===== config.mk =====
export PLATFORM = sky130hd
export DESIGN_NAME = button_conditioner
export DESIGN_NICKNAME = d
export VERILOG_FILES = /design/src/rtl/button_conditioner.sv
export SDC_FILE = /design/constraint.sdc
export NUM_CORES = 1
export LEC_CHECK = 0
export ABC_AREA = 1
export CORE_ASPECT_RATIO = 1.4
export CORE_MARGIN = 3
export CORE_UTILIZATION = 40
export CTS_BUF_LIST = sky130_fd_sc_hd__clkbuf_2
export DETAILED_ROUTE_END_ITERATION = 8
export DONT_BUFFER_PORTS = 1
export GPL_TIMING_DRIVEN = 0
export SYNTH_ARGS = -nofsm -noshare
export SYNTH_HDL_FRONTEND = slang
export SYNTH_SLANG_ARGS = --single-unit

===== constraint.sdc =====
create_clock -name clk -period 1.6 [get_ports clk]
set_input_delay 0.24 -clock clk [delete_from_list [all_inputs] [get_ports clk]]
set_output_delay 0.24 -clock clk [all_outputs]
set_load 0.03 [all_outputs]

===== src/rtl/button_conditioner.sv =====
// -----------------------------------------------------------------------------
// button_conditioner
//
// Conditions the raw push-button pins for the Atari 2600 core: each pin is
// synchronized, optionally inverted, and debounced into a clean level with
// one-cycle press/release pulses. Also generates the core's active-low system
// reset from a power-on stretch and a long press on one designated button.
//
// Ports:
//   clk          pixel clock, everything on its rising edge
//   rst          synchronous active-high reset
//   btn_raw      asynchronous button pins
//   btn_level    debounced level per button, 1 = pressed
//   btn_press    one-cycle pulse on a debounced 0->1 transition
//   btn_release  one-cycle pulse on a debounced 1->0 transition
//   hold_active  high while a long-press reset is in progress
//   sys_rst_n    registered active-low reset for the core
// -----------------------------------------------------------------------------
module button_conditioner #(
    parameter int                 N_BTN           = 4,
    parameter logic [N_BTN-1:0]   ACTIVE_LOW_MASK = 4'b0001,
    parameter int                 DEBOUNCE_CYCLES = 250000,
    parameter int                 HOLD_CYCLES     = 25200000,
    parameter int                 RESET_IDX       = 0,
    parameter int                 POR_CYCLES      = 16
) (
    input  logic             clk,
    input  logic             rst,
    input  logic [N_BTN-1:0] btn_raw,
    output logic [N_BTN-1:0] btn_level,
    output logic [N_BTN-1:0] btn_press,
    output logic [N_BTN-1:0] btn_release,
    output logic             hold_active,
    output logic             sys_rst_n
);

    localparam int DB_W   = $clog2(DEBOUNCE_CYCLES + 1);
    localparam int HOLD_W = $clog2(HOLD_CYCLES + 1);
    localparam int POR_W  = $clog2(POR_CYCLES + 1);

    // Counter value on which the next mismatching cycle completes the run.
    localparam logic [DB_W-1:0]   DB_LAST  = DB_W'(DEBOUNCE_CYCLES - 1);
    localparam logic [HOLD_W-1:0] HOLD_MAX = HOLD_W'(HOLD_CYCLES);
    localparam logic [POR_W-1:0]  POR_LAST = POR_W'(POR_CYCLES - 1);

    // ------------------------------------------------------------------
    // Two-flop synchronizer, polarity normalized afterwards
    // ------------------------------------------------------------------
    logic [N_BTN-1:0] sync1_reg;
    logic [N_BTN-1:0] sync2_reg;
    logic [N_BTN-1:0] btn_sync;

    always_ff @(posedge clk) begin
        if (rst) begin
            sync1_reg <= '0;
            sync2_reg <= '0;
        end else begin
            sync1_reg <= btn_raw;
            sync2_reg <= sync1_reg;
        end
    end

    assign btn_sync = sync2_reg ^ ACTIVE_LOW_MASK;

    // ------------------------------------------------------------------
    // Per-button debounce
    // ------------------------------------------------------------------
    logic [N_BTN-1:0] level_reg;
    logic [N_BTN-1:0] level_next;

    for (genvar gi = 0; gi < N_BTN; gi++) begin : g_debounce
        logic [DB_W-1:0] cnt_reg;
        logic [DB_W-1:0] cnt_next;
        logic            lvl_reg;
        logic            lvl_next;

        always_comb begin
            cnt_next = '0;
            lvl_next = lvl_reg;
            if (btn_sync[gi] != lvl_reg) begin
                // Toggle on the cycle the count would reach DEBOUNCE_CYCLES.
                if (cnt_reg == DB_LAST) begin
                    lvl_next = ~lvl_reg;
                end else begin
                    cnt_next = cnt_reg + 1'b1;
                end
            end
        end

        always_ff @(posedge clk) begin
            if (rst) begin
                cnt_reg <= '0;
                lvl_reg <= 1'b0;
            end else begin
                cnt_reg <= cnt_next;
                lvl_reg <= lvl_next;
            end
        end

        assign level_reg[gi]  = lvl_reg;
        assign level_next[gi] = lvl_next;
    end

    // Pulses are registered from the next-level value so they line up with
    // the first cycle btn_level shows the new value.
    logic [N_BTN-1:0] press_reg;
    logic [N_BTN-1:0] release_reg;

    always_ff @(posedge clk) begin
        if (rst) begin
            press_reg   <= '0;
            release_reg <= '0;
        end else begin
            press_reg   <= level_next & ~level_reg;
            release_reg <= level_reg & ~level_next;
        end
    end

    // ------------------------------------------------------------------
    // Long-press detector on the reset button (saturating counter)
    // ------------------------------------------------------------------
    logic [HOLD_W-1:0] hold_cnt_reg;
    logic [HOLD_W-1:0] hold_cnt_next;
    logic              hold_active_reg;
    logic              hold_active_next;

    always_comb begin
        hold_cnt_next = hold_cnt_reg;
        if (!level_reg[RESET_IDX]) begin
            hold_cnt_next = '0;
        end else if (hold_cnt_reg != HOLD_MAX) begin
            hold_cnt_next = hold_cnt_reg + 1'b1;
        end
        hold_active_next = level_reg[RESET_IDX] && (hold_cnt_next == HOLD_MAX);
    end

    always_ff @(posedge clk) begin
        if (rst) begin
            hold_cnt_reg    <= '0;
            hold_active_reg <= 1'b0;
        end else begin
            hold_cnt_reg    <= hold_cnt_next;
            hold_active_reg <= hold_active_next;
        end
    end

    // ------------------------------------------------------------------
    // System reset sequencer
    // ------------------------------------------------------------------
    typedef enum logic [1:0] {
        ST_POR  = 2'd0,
        ST_RUN  = 2'd1,
        ST_HOLD = 2'd2
    } state_t;

    state_t           state_reg;
    state_t           state_next;
    logic [POR_W-1:0] por_cnt_reg;
    logic [POR_W-1:0] por_cnt_next;
    logic             sys_rst_n_reg;

    always_comb begin
        state_next   = state_reg;
        por_cnt_next = por_cnt_reg;
        case (state_reg)
            ST_POR: begin
                // A long press during the stretch pins the count at zero.
                if (hold_active_reg) begin
                    por_cnt_next = '0;
                end else if (por_cnt_reg == POR_LAST) begin
                    state_next   = ST_RUN;
                    por_cnt_next = '0;
                end else begin
                    por_cnt_next = por_cnt_reg + 1'b1;
                end
            end
            ST_RUN: begin
                if (hold_active_reg) begin
                    state_next = ST_HOLD;
                end
            end
            ST_HOLD: begin
                if (!hold_active_reg) begin
                    state_next   = ST_POR;
                    por_cnt_next = '0;
                end
            end
            default: begin
                state_next   = ST_POR;
                por_cnt_next = '0;
            end
        endcase
    end

    always_ff @(posedge clk) begin
        if (rst) begin
            state_reg     <= ST_POR;
            por_cnt_reg   <= '0;
            sys_rst_n_reg <= 1'b0;
        end else begin
            state_reg     <= state_next;
            por_cnt_reg   <= por_cnt_next;
            // Decoded from the next state so the output is a clean flop.
            sys_rst_n_reg <= (state_next == ST_RUN);
        end
    end

    assign btn_level   = level_reg;
    assign btn_press   = press_reg;
    assign btn_release = release_reg;
    assign hold_active = hold_active_reg;
    assign sys_rst_n   = sys_rst_n_reg;

endmodule

==> flow_summary.yaml, run 1 <==
job:
  max-cap-violations: 0
clock_network:
  clk_latency_ps: 690
  clk_pin_slew_ps: 190
  h-tree-depth: 4
  cts_tree: "done"
  cts_root_buffer: "clkbuf_2"
  clockBufferDepth: 2
  cts.sinks: 126
  tritoncts.num_buffers: 17
grt:
  antenna_found_initial: 1
  first_global_vias: 5441
  grtUsageTotal_pct: 18.7
  grt_pass1_wl_um: 24400
  overflow: 0
  grt_max_degree: 17
logic_synthesis:
  synth_enable_flop_cells: 0
  ys_ff_latch: 126
  synthArstFlopShare_pct: 0
  synth-seq-area-share_pct: 41.9
  synthFlopType: "dfxtp_1"
  syn_area_sq_um: 6030
  synth_cell_types: 39
  synth_cells: 878
  syn_nets: 891
  yosysWarnings: 0
  syn_area_per_cell_sq_um: 6.86
place:
  gp_congestion: 0.913
  dp.cells: 1067
  place_area_sq_um: 6290
  port_buffers: 0
  place_ws_ps: -508
  dpl.hpwl_um: 10200
timing:
  setup_slack_ps: -141
  slew_violations: 0
  final.setup_skew_ps: 31.1
  period_share_pct: 109
  period_minus_slack_ps: 1740
  holdWs_ps: 65.9
  setup_viol: 57
  rsz0062_at_grt: "true"
  fmax_ghz: 0.575
  tightest_slew_ps: 630
  hold_violations: 0
  relSlewSlack_pct: 58.0
cells_and_area:
  stdcell_area_sq_um: 8340
  syn_to_final_growth_pct: 38.3
  nFillCells: 1351
  layout_commonest_cell: "nand2_1"
  largest_register_ff_count: 72
  stdcell_count: 1177
  layout_common_cells: "133 x nand2_1, 117 x inv_1, 112 x nor2_1, 90 x dfxtp_1, 56 x buf_4"
  final_util_pct: 56.9
  fin_nets: 987
  layout-drive-gt1-share_pct: 34.8
worst_setup_path:
  cp_cell_sequence: "ha_4 -> nand2_2 -> nor2_4 -> buf_12 -> nand3_4 -> nor2_4 -> nand2_2 -> nand2_2 -> nand3_2 -> nor2_4 -> nand2_1 -> nor3_2"
  critPathCaptureType: "flop"
  crit_fanout: 5
  cp.arrival_ps: 2380
  cp_num_buf_inv: 1
  critPathTopFamily: "simple AND/OR/NAND/NOR gates"
  critPathLaunchType: "flop"
  crit_slowest_cell: "dfxtp_4"
  critPathKind: "reg -> reg"
  max_stage_delay_ps: 410
  cp.required_ps: 2240
outcome:
  status: "finished with violations"
  violations: "negative setup slack"
floorplan:
  core-area_sq_um: 14600
  die_h_um: 151
  die-area_sq_um: 16600
  ios: 20
  initial_core_util_pct: 41.2
  fp.dieW_um: 110
  rows: 52
drt:
  ant_nets: 0
  drc: 0
  via_per_inst: 4.97
  routed_wl_um: 15600
  vias: 5848
  wl_per_cell_um: 13.3
  drt_iter0_markers: 313
  drt_first_pass_iters: 4
power:
  seqPwrFrac_pct: 55.3
  p_int_w: 0.00438
  p_sw_share_pct: 23.3
  power_density_nw_per_um2: 685
  combPwrFrac_pct: 3.2
  clkPwrFrac_pct: 41.5
  p_leak_nw: 3.15
  vdd_drop_max_mv: 0.640
  power.switching_w: 0.00133
min_path:
  hp-class: "in -> reg"
repair_timing:
| action | CTS | global route |
|---|---|---|
| resized for setup | 130 | 213 |
| endpoints found under the hold margin | 4 | 0 |
| hold buffers | 4 | 0 |
| endpoints found under the setup margin | 91 | 90 |
| cloned | 2 | 3 |
| buffers inserted | 42 | 34 |
| pin swaps | 40 | 64 |
logic make-up after synthesis:
logic type / Yosys count / share of synthesized area [%]
and+or+nand+nor: 491 / 36.2
buffers and inverters: 148 / 9.61
DFF: 126 / 41.9
AOI/OAI and AO/OA: 86 / 7.93
xor gates and xnor gates: 20 / 2.91
adders and majority gates: 7 / 1.45
power by group through the flow:
stage / Sequential (W) / Clock [W] / Combinational (W)
after floorplan: 0.00324 / 0 / 0.0000760
after global placement: 0.00325 / 0 / 0.000103
after detailed placement: 0.00325 / 0 / 0.000104
after CTS: 0.00318 / 0.00244 / 0.000142
after global routing: 0.00317 / 0.00259 / 0.000207
final: 0.00316 / 0.00237 / 0.000185
cell type report:
| type | count | area, sq um | area share [%] |
|---|---|---|---|
| antenna | 1 | 2.50 | 0.0300 |
| clock buffer | 18 | 90.1 | 1.08 |
| sequential | 126 | 2610 | 31.3 |
| inverter | 132 | 510 | 6.12 |
| tap | 189 | 236 | 2.84 |
| clock inverter | 14 | 198 | 2.37 |
| timing repair buffer | 78 | 703 | 8.43 |
| buffer | 14 | 95.1 | 1.14 |
| multi-input combinational | 605 | 3890 | 46.7 |
synth_stat cells, types with 3 or more instances:
| cell type | instances | share of area (%) |
|---|---|---|
| nor3b_1 | 9 | 1.1 |
| nor4_1 | 8 | 0.83 |
| nor2_4 | 4 | 0.75 |
| xor2_1 | 17 | 2.5 |
| o21a_1 | 5 | 0.62 |
| buf_2 | 4 | 0.33 |
| nand4_1 | 22 | 2.3 |
| xnor2_1 | 3 | 0.44 |
| buf_4 | 5 | 0.62 |
| nand2_1 | 164 | 10 |
| o21bai_1 | 3 | 0.37 |
| clkbuf_1 | 6 | 0.37 |
| or2_1 | 3 | 0.31 |
| nand3_1 | 61 | 5.1 |
| nor3_1 | 40 | 3.3 |
| nor2_1 | 162 | 10 |
| a21oi_1 | 43 | 3.6 |
| ha_1 | 7 | 1.5 |
| o21ai_0 | 25 | 2.1 |
| nor2_2 | 5 | 0.52 |
| inv_1 | 132 | 8.2 |
| dfxtp_1 | 126 | 42 |
stage by stage:
step | setup TNS, ps | power (W)
after floorplan | -7.57 | 0.00332
after global placement | -16170 | 0.00335
after detailed placement | -17860 | 0.00335
after CTS | -3940 | 0.00576
after global routing | -7880 | 0.00596
final | -2270 | 0.00571
routing by layer:
layer  wire length [um]  GRT usage (%)  part of all wire (%)
met3                648           4.52                   4.1
met1               6230           20.7                    40
met2               8320           33.1                    53
met4                434           9.05                   2.8
met5                  0              0                     0
final timing paths:
| check | start | endpoint | slack [ps] | cells after the start |
|---|---|---|---|---|
| max | hold_cnt_reg[1]$_SDFF_PP0_ | hold_active$_SDFF_PP0_ | -140 | 12 |
| min | rst | g_debounce[2].lvl_reg$_SDFF_PP0_ | 70 | 2 |
| max reg2reg | hold_cnt_reg[1]$_SDFF_PP0_ | hold_active$_SDFF_PP0_ | -140 | 12 |
| min reg2reg | sync1_reg[0]$_SDFF_PP0_ | sync2_reg[0]$_SDFF_PP0_ | 400 | 2 |
(Power assumes the default switching activity.)
==> run 2: changes to the inputs <==
Settings changed: ABC_AREA 1 to 0, CORE_UTILIZATION 40 to 31.
==> run 2 against run 1 <==
Net effect:
- clock power increased by 8.9%
- combinational power up 5%
- global-route usage shrank 5.4 points
- register-to-register slack got worse by 420 ps
- die area up 20%
- the run still ends with negative setup slack left
==> flow_summary.yaml, run 2 <==
logic_synthesis:
  synth_top_cell_by_area: "dfxtp_1"
  ys_top_cells_by_count: "126 x dfxtp_1, 121 x nor2_1, 46 x xnor2_1"
  ys_ff_latch: 126
  synth_top_area_share_pct: 44.5
  synth_enable_flop_cells: 0
  synthMostInstantiatedCell: "dfxtp_1"
  synthFlopType: "dfxtp_1"
  synthArstFlopShare_pct: 0
  synth_cells: 649
  syn_area_per_cell_sq_um: 8.74
  synth_cell_types: 63
  synthTopCellsByArea: "dfxtp_1 44%, nor2_1 8.0%, xnor2_1 7.1%"
  syn_area_sq_um: 5670
  syn_nets: 662
  synth-seq-area-share_pct: 44.5
  yosysWarnings: 0
floorplan:
  die-area_sq_um: 20000
  die_h_um: 166
  initial_core_util_pct: 32.1
  core-area_sq_um: 17700
  fp.dieW_um: 120
  ios: 20
  rows: 57
timing:
  hold_violations: 0
  period_share_pct: 135
  tightest_slew_ps: 741
  relSlewSlack_pct: 50.6
  fmax_ghz: 0.463
  final.setup.tns_ps: -5820
  final.setup_skew_ps: 30.0
  rsz0062_at_grt: "true"
  setup_slack_ps: -560
  slew_violations: 0
  period_minus_slack_ps: 2160
  setup_viol: 75
drt:
  routed_wl_um: 13700
  drt_iter0_markers: 221
  vias: 4797
  wl_per_cell_um: 14.1
  ant_nets: 0
  drc: 0
  via_per_inst: 4.93
  drt_first_pass_iters: 7
cells_and_area:
  layout-drive-gt1-share_pct: 39.3
  multi_input_area_sq_um: 3740
  fin_nets: 736
  final_util_pct: 44.5
  layout_commonest_cell: "dfxtp_1"
  layout_common_cells: "89 x dfxtp_1, 63 x nor2_1, 43 x xnor2_1, 41 x nor2_2, 37 x buf_4"
  largest_register_ff_count: 72
  seq_area_sq_um: 2610
  nFillCells: 1703
  syn_to_final_growth_pct: 38.8
worst_setup_path:
  ff2ff_path_depth: 7
  cp.required_ps: 2210
  crit_slowest_cell: "or4_4"
  crit_fanout: 4
  critPathCaptureType: "flop"
  cp_cell_sequence: "ha_4 -> nand4_4 -> or4_4 -> buf_4 -> buf_6 -> or3_2 -> a21oi_2"
  max_stage_delay_ps: 560
  cp.arrival_ps: 2770
  critPathKind: "reg -> reg"
  critPathLaunchType: "flop"
place:
  dpl.hpwl_um: 8240
  port_buffers: 0
  gp_congestion: 0.828
clock_network:
  clk_pin_slew_ps: 210
  cts_tree: "done"
  h-tree-depth: 4
  cts_root_buffer: "clkbuf_2"
  cts.sinks: 126
  clockBufferDepth: 2
  tritoncts.num_buffers: 17
  clk_latency_ps: 690
grt:
  grt_pass1_wl_um: 21900
  first_global_vias: 4721
  grtUsageTotal_pct: 13.3
  grt_max_degree: 17
  antenna_found_initial: 1
  overflow: 0
outcome:
  violations: "negative setup slack"
  status: "finished with violations"
job:
  max-cap-violations: 0
power:
  power_density_nw_per_um2: 755
  p_leak_nw: 2.62
  vdd_drop_max_mv: 0.327
min_path:
  hp-class: "in -> reg"
  whs_path_depth: 2
[run 2: changes by cell type after synthesis, sizes merged, moves of 27 or more]
cell,delta
a21oi,-27
inv,-113
nand2,-136
nor2,-50
nor3,-28
xnor2,+43
[run 2: area by class of cell]
cell class,count,share of cell area [%]
timing repair buffer,57,6.88
sequential,126,33.1
clock buffer,17,1.08
buffer,27,3.62
clock inverter,15,3.08
inverter,19,0.906
antenna,1,0.0318
tap,236,3.75
multi-input combinational,475,47.5
[run 2: per-layer routing]
metal  vias to the layer above  track usage, %  wire [um]
met1                      2300            14.8       5610
li1                       2385               -          -
met3                        25            4.02        457
met4                         0            4.93        306
met5                         -               0          0
met2                        87            23.7       7330
[run 2: final timing paths]
path,from,to,slack [ps]
setup / recovery,hold_cnt_reg[0]$_SDFF_PP0_,hold_cnt_reg[18]$_SDFF_PP0_,-560
hold / removal,rst,sync1_reg[2]$_SDFF_PP0_,80
setup reg to reg,hold_cnt_reg[0]$_SDFF_PP0_,hold_cnt_reg[18]$_SDFF_PP0_,-560
hold reg to reg,g_debounce[2].cnt_reg[0]$_SDFF_PP0_,g_debounce[2].cnt_reg[0]$_SDFF_PP0_,450
[run 2: cells by family (layout without fill, tap and decap cells)]
| kind of cell | count (synthesis) | in the layout | share of synthesized area [%] |
|---|---|---|---|
| buf+inv | 48 | 135 | 4.02 |
| simple gates | 325 | 325 | 30.0 |
| compound gates | 53 | 53 | 5.91 |
| fa+ha+maj | 7 | 7 | 1.54 |
| flops | 126 | 126 | 44.5 |
| mux | 5 | 5 | 0.882 |
| xor+xnor | 85 | 85 | 13.1 |
| other cells | 0 | 1 | 0 |
[run 2: power by group]
group          switching (W)  leakage, nW  total (W)  internal (W)
Clock                0.00124        0.180    0.00258       0.00134
Combinational      0.0000931         1.40   0.000195      0.000102
Sequential         0.0000239         1.04    0.00317       0.00314
[run 2: critical path: cells and delay by family, from the launching register on]
family | cells | cell delay [ps]
buf+inv | 2 | 260
fa+ha+maj | 1 | 150
simple gates | 3 | 1130
flops | 1 | 420
compound gates | 1 | 120
[run 2: stage by stage]
step | total power (W) | instance area (sq um) | std cells | hold WS [ps] | worst slack [ps]
6_report | 0.00594 | 7870 | 973 | 75.1 | -560
2_1_floorplan | 0.00332 | 5800 | 649 | 368 | -385
5_1_grt | 0.00618 | 7870 | 973 | 86.9 | -683
4_1_cts | 0.00599 | 7170 | 958 | 20.1 | -551
3_5_place_dp | 0.00335 | 6100 | 885 | 376 | -820
3_3_place_gp | 0.00335 | 6100 | 885 | 374 | -764
[run 2: repair_timing]
item                                   4_1_cts  5_1_grt
gates cloned                                 3        1
endpoints found under the hold margin       83        0
pin swaps                                   36       30
resized for setup                           88      162
buffers inserted                            31       15
hold buffers                                 7        0
setup endpoints to repair                  104      103
==> run 3: changes to the inputs <==
Settings changed: GPL_TIMING_DRIVEN 0 to default.
==> run 3 against run 2 <==
Net effect:
- the run still ends with negative setup slack left
- first-iteration DRC count is 20% lower
- die area stayed put
- flip-flop and latch count stayed put
- cell count is 9.0% higher
- clock skew is 5.3 ps higher
- largest cell class unchanged
- highest routed layer unchanged
==> flow_summary.yaml, run 3 (same netlist as run 2, synthesis figures left out) <==
drt:
  via_per_inst: 4.80
  wl_per_cell_um: 13.3
  drt_iter0_markers: 176
  vias: 5093
  drc: 0
  routed_wl_um: 14200
  drt_first_pass_iters: 6
  ant_nets: 0
grt:
  grtUsageTotal_pct: 13.8
  first_global_vias: 5042
  antenna_found_initial: 1
  overflow: 0
  grt_pass1_wl_um: 22700
  grt_max_degree: 35
floorplan:
  rows: 57
  initial_core_util_pct: 32.1
  core-area_sq_um: 17700
  fp.dieW_um: 120
  die-area_sq_um: 20000
  die_h_um: 166
  ios: 20
power:
  p_int_w: 0.00429
  seqPwrFrac_pct: 56.4
  combPwrFrac_pct: 3.3
  vdd_drop_max_mv: 0.433
  clkPwrFrac_pct: 40.3
  p_leak_nw: 3.07
  power.switching_w: 0.00134
  p_sw_share_pct: 23.8
  power_density_nw_per_um2: 667
worst_setup_path:
  critPathTopFamily: "simple AND/OR/NAND/NOR gates"
  cp.arrival_ps: 2700
  critPathLaunchType: "flop"
  critPathCaptureType: "flop"
  crit_fanout: 4
  cp_cell_sequence: "buf_6 -> nor4bb_4 -> nand4_1 -> buf_4 -> or2_4 -> mux2i_4 -> a41oi_2 -> nor4_2"
  crit_slowest_cell: "dfxtp_4"
  max_stage_delay_ps: 410
  critPathKind: "reg -> reg"
  cp_num_buf_inv: 2
  cp.required_ps: 2210
cells_and_area:
  layout-drive-gt1-share_pct: 45.6
  layout_common_cells: "138 x buf_4, 91 x dfxtp_1, 74 x nor2_1, 41 x xnor2_1, 38 x nand3_1"
  largest_register_ff_count: 72
  fin_nets: 824
  syn_to_final_growth_pct: 48.6
  layout_commonest_cell: "buf_4"
  stdcell_count: 1061
outcome:
  status: "finished with violations"
  violations: "negative setup slack"
timing:
  hold_violations: 0
  setup_viol: 43
  setup_slack_ps: -484
  period_minus_slack_ps: 2080
  relSlewSlack_pct: 67.7
  period_share_pct: 130
  tightest_slew_ps: 484
  slew_violations: 0
  holdWs_ps: 189
  fmax_ghz: 0.480
  final.setup_skew_ps: 35.2
  rsz0062_at_grt: "true"
clock_network:
  h-tree-depth: 4
  clk_pin_slew_ps: 190
  cts_tree: "done"
  clk_latency_ps: 720
  tritoncts.num_buffers: 17
  cts_root_buffer: "clkbuf_2"
  cts.sinks: 126
  clockBufferDepth: 2
job:
  max-cap-violations: 0
min_path:
  hp-class: "in -> reg"
place:
  gp_congestion: 0.853
  dp.cells: 994
  dpl.hpwl_um: 9140
  port_buffers: 0
## run 3: cell count changes in the layout (fill, tap and decap cells not counted), sizes merged
cell         before  now
buf              61  165
bufinv            6    4
clkbuf           33   20
clkinvlp          2    3
dlygate4sd3       7    5
## run 3: per-layer routing
| metal | vias up | global-route usage, % | wire length (um) |
|---|---|---|---|
| met2 | 61 | 24.4 | 7440 |
| li1 | 2567 | - | - |
| met3 | 26 | 3.71 | 390 |
| met1 | 2439 | 15.7 | 5990 |
| met5 | - | 0 | 0 |
| met4 | 0 | 5.57 | 338 |
## run 3: final timing paths
path / end / cells after the start / from / slack [ps]
setup reg to reg: hold_active$_SDFF_PP0_ / 8 / hold_cnt_reg[2]$_SDFF_PP0_ / -480
setup / recovery: hold_active$_SDFF_PP0_ / 8 / hold_cnt_reg[2]$_SDFF_PP0_ / -480
hold reg to reg: g_debounce[3].cnt_reg[0]$_SDFF_PP0_ / 1 / g_debounce[3].cnt_reg[0]$_SDFF_PP0_ / 430
hold / removal: sync1_reg[2]$_SDFF_PP0_ / 2 / btn_raw[2] / 190
## run 3: what timing repair did
action / in CTS / in global routing
hold buffers: 6 / 0
hold endpoints to repair: 107 / 0
endpoints found under the setup margin: 87 / 105
cloned: 3 / 4
gates resized for setup: 59 / 157
buffers inserted: 9 / 16
pin swaps: 24 / 52
## run 3: layout make-up
type                    count  area [sq um]
diodes                      1          2.50
clock inverters            14           191
repair buffers            172          1520
multi-input cells         475          3680
inverters                  19          71.3
clock buffers              18          90.1
well taps                 236           295
fillers                  1667          9260
flip-flops and latches    126          2580
## run 3: worst register-to-register path, stage by stage, from the launching register on
cell	delay [ps]
dfxtp_4	410
buf_6	120
nor4bb_4	260
nand4_1	220
buf_4	200
or2_4	250
mux2i_4	190
a41oi_2	140
nor4_2	200
## run 3: through the flow
step	utilization, %	setup TNS [ps]	area, sq um	worst slack, ps	power (W)
floorplan	-	-1040	5800	-385	0.00332
global placement	39.2	-6360	6930	-482	0.00334
CTS	43.2	-3850	7650	-491	0.00570
global route	47.7	-13910	8430	-655	0.00586
detailed placement	39.2	-6230	6930	-484	0.00334
finish	47.7	-5550	8430	-484	0.00563
## run 3: power groups by stage
stage                     sequential, W  clock, W  combinational [W]
after detailed placement        0.00325         0          0.0000973
final                           0.00318   0.00227           0.000185
after global routing            0.00318   0.00248           0.000204
after global placement          0.00325         0          0.0000964
after floorplan                 0.00324         0          0.0000798
after CTS                       0.00318   0.00237           0.000145
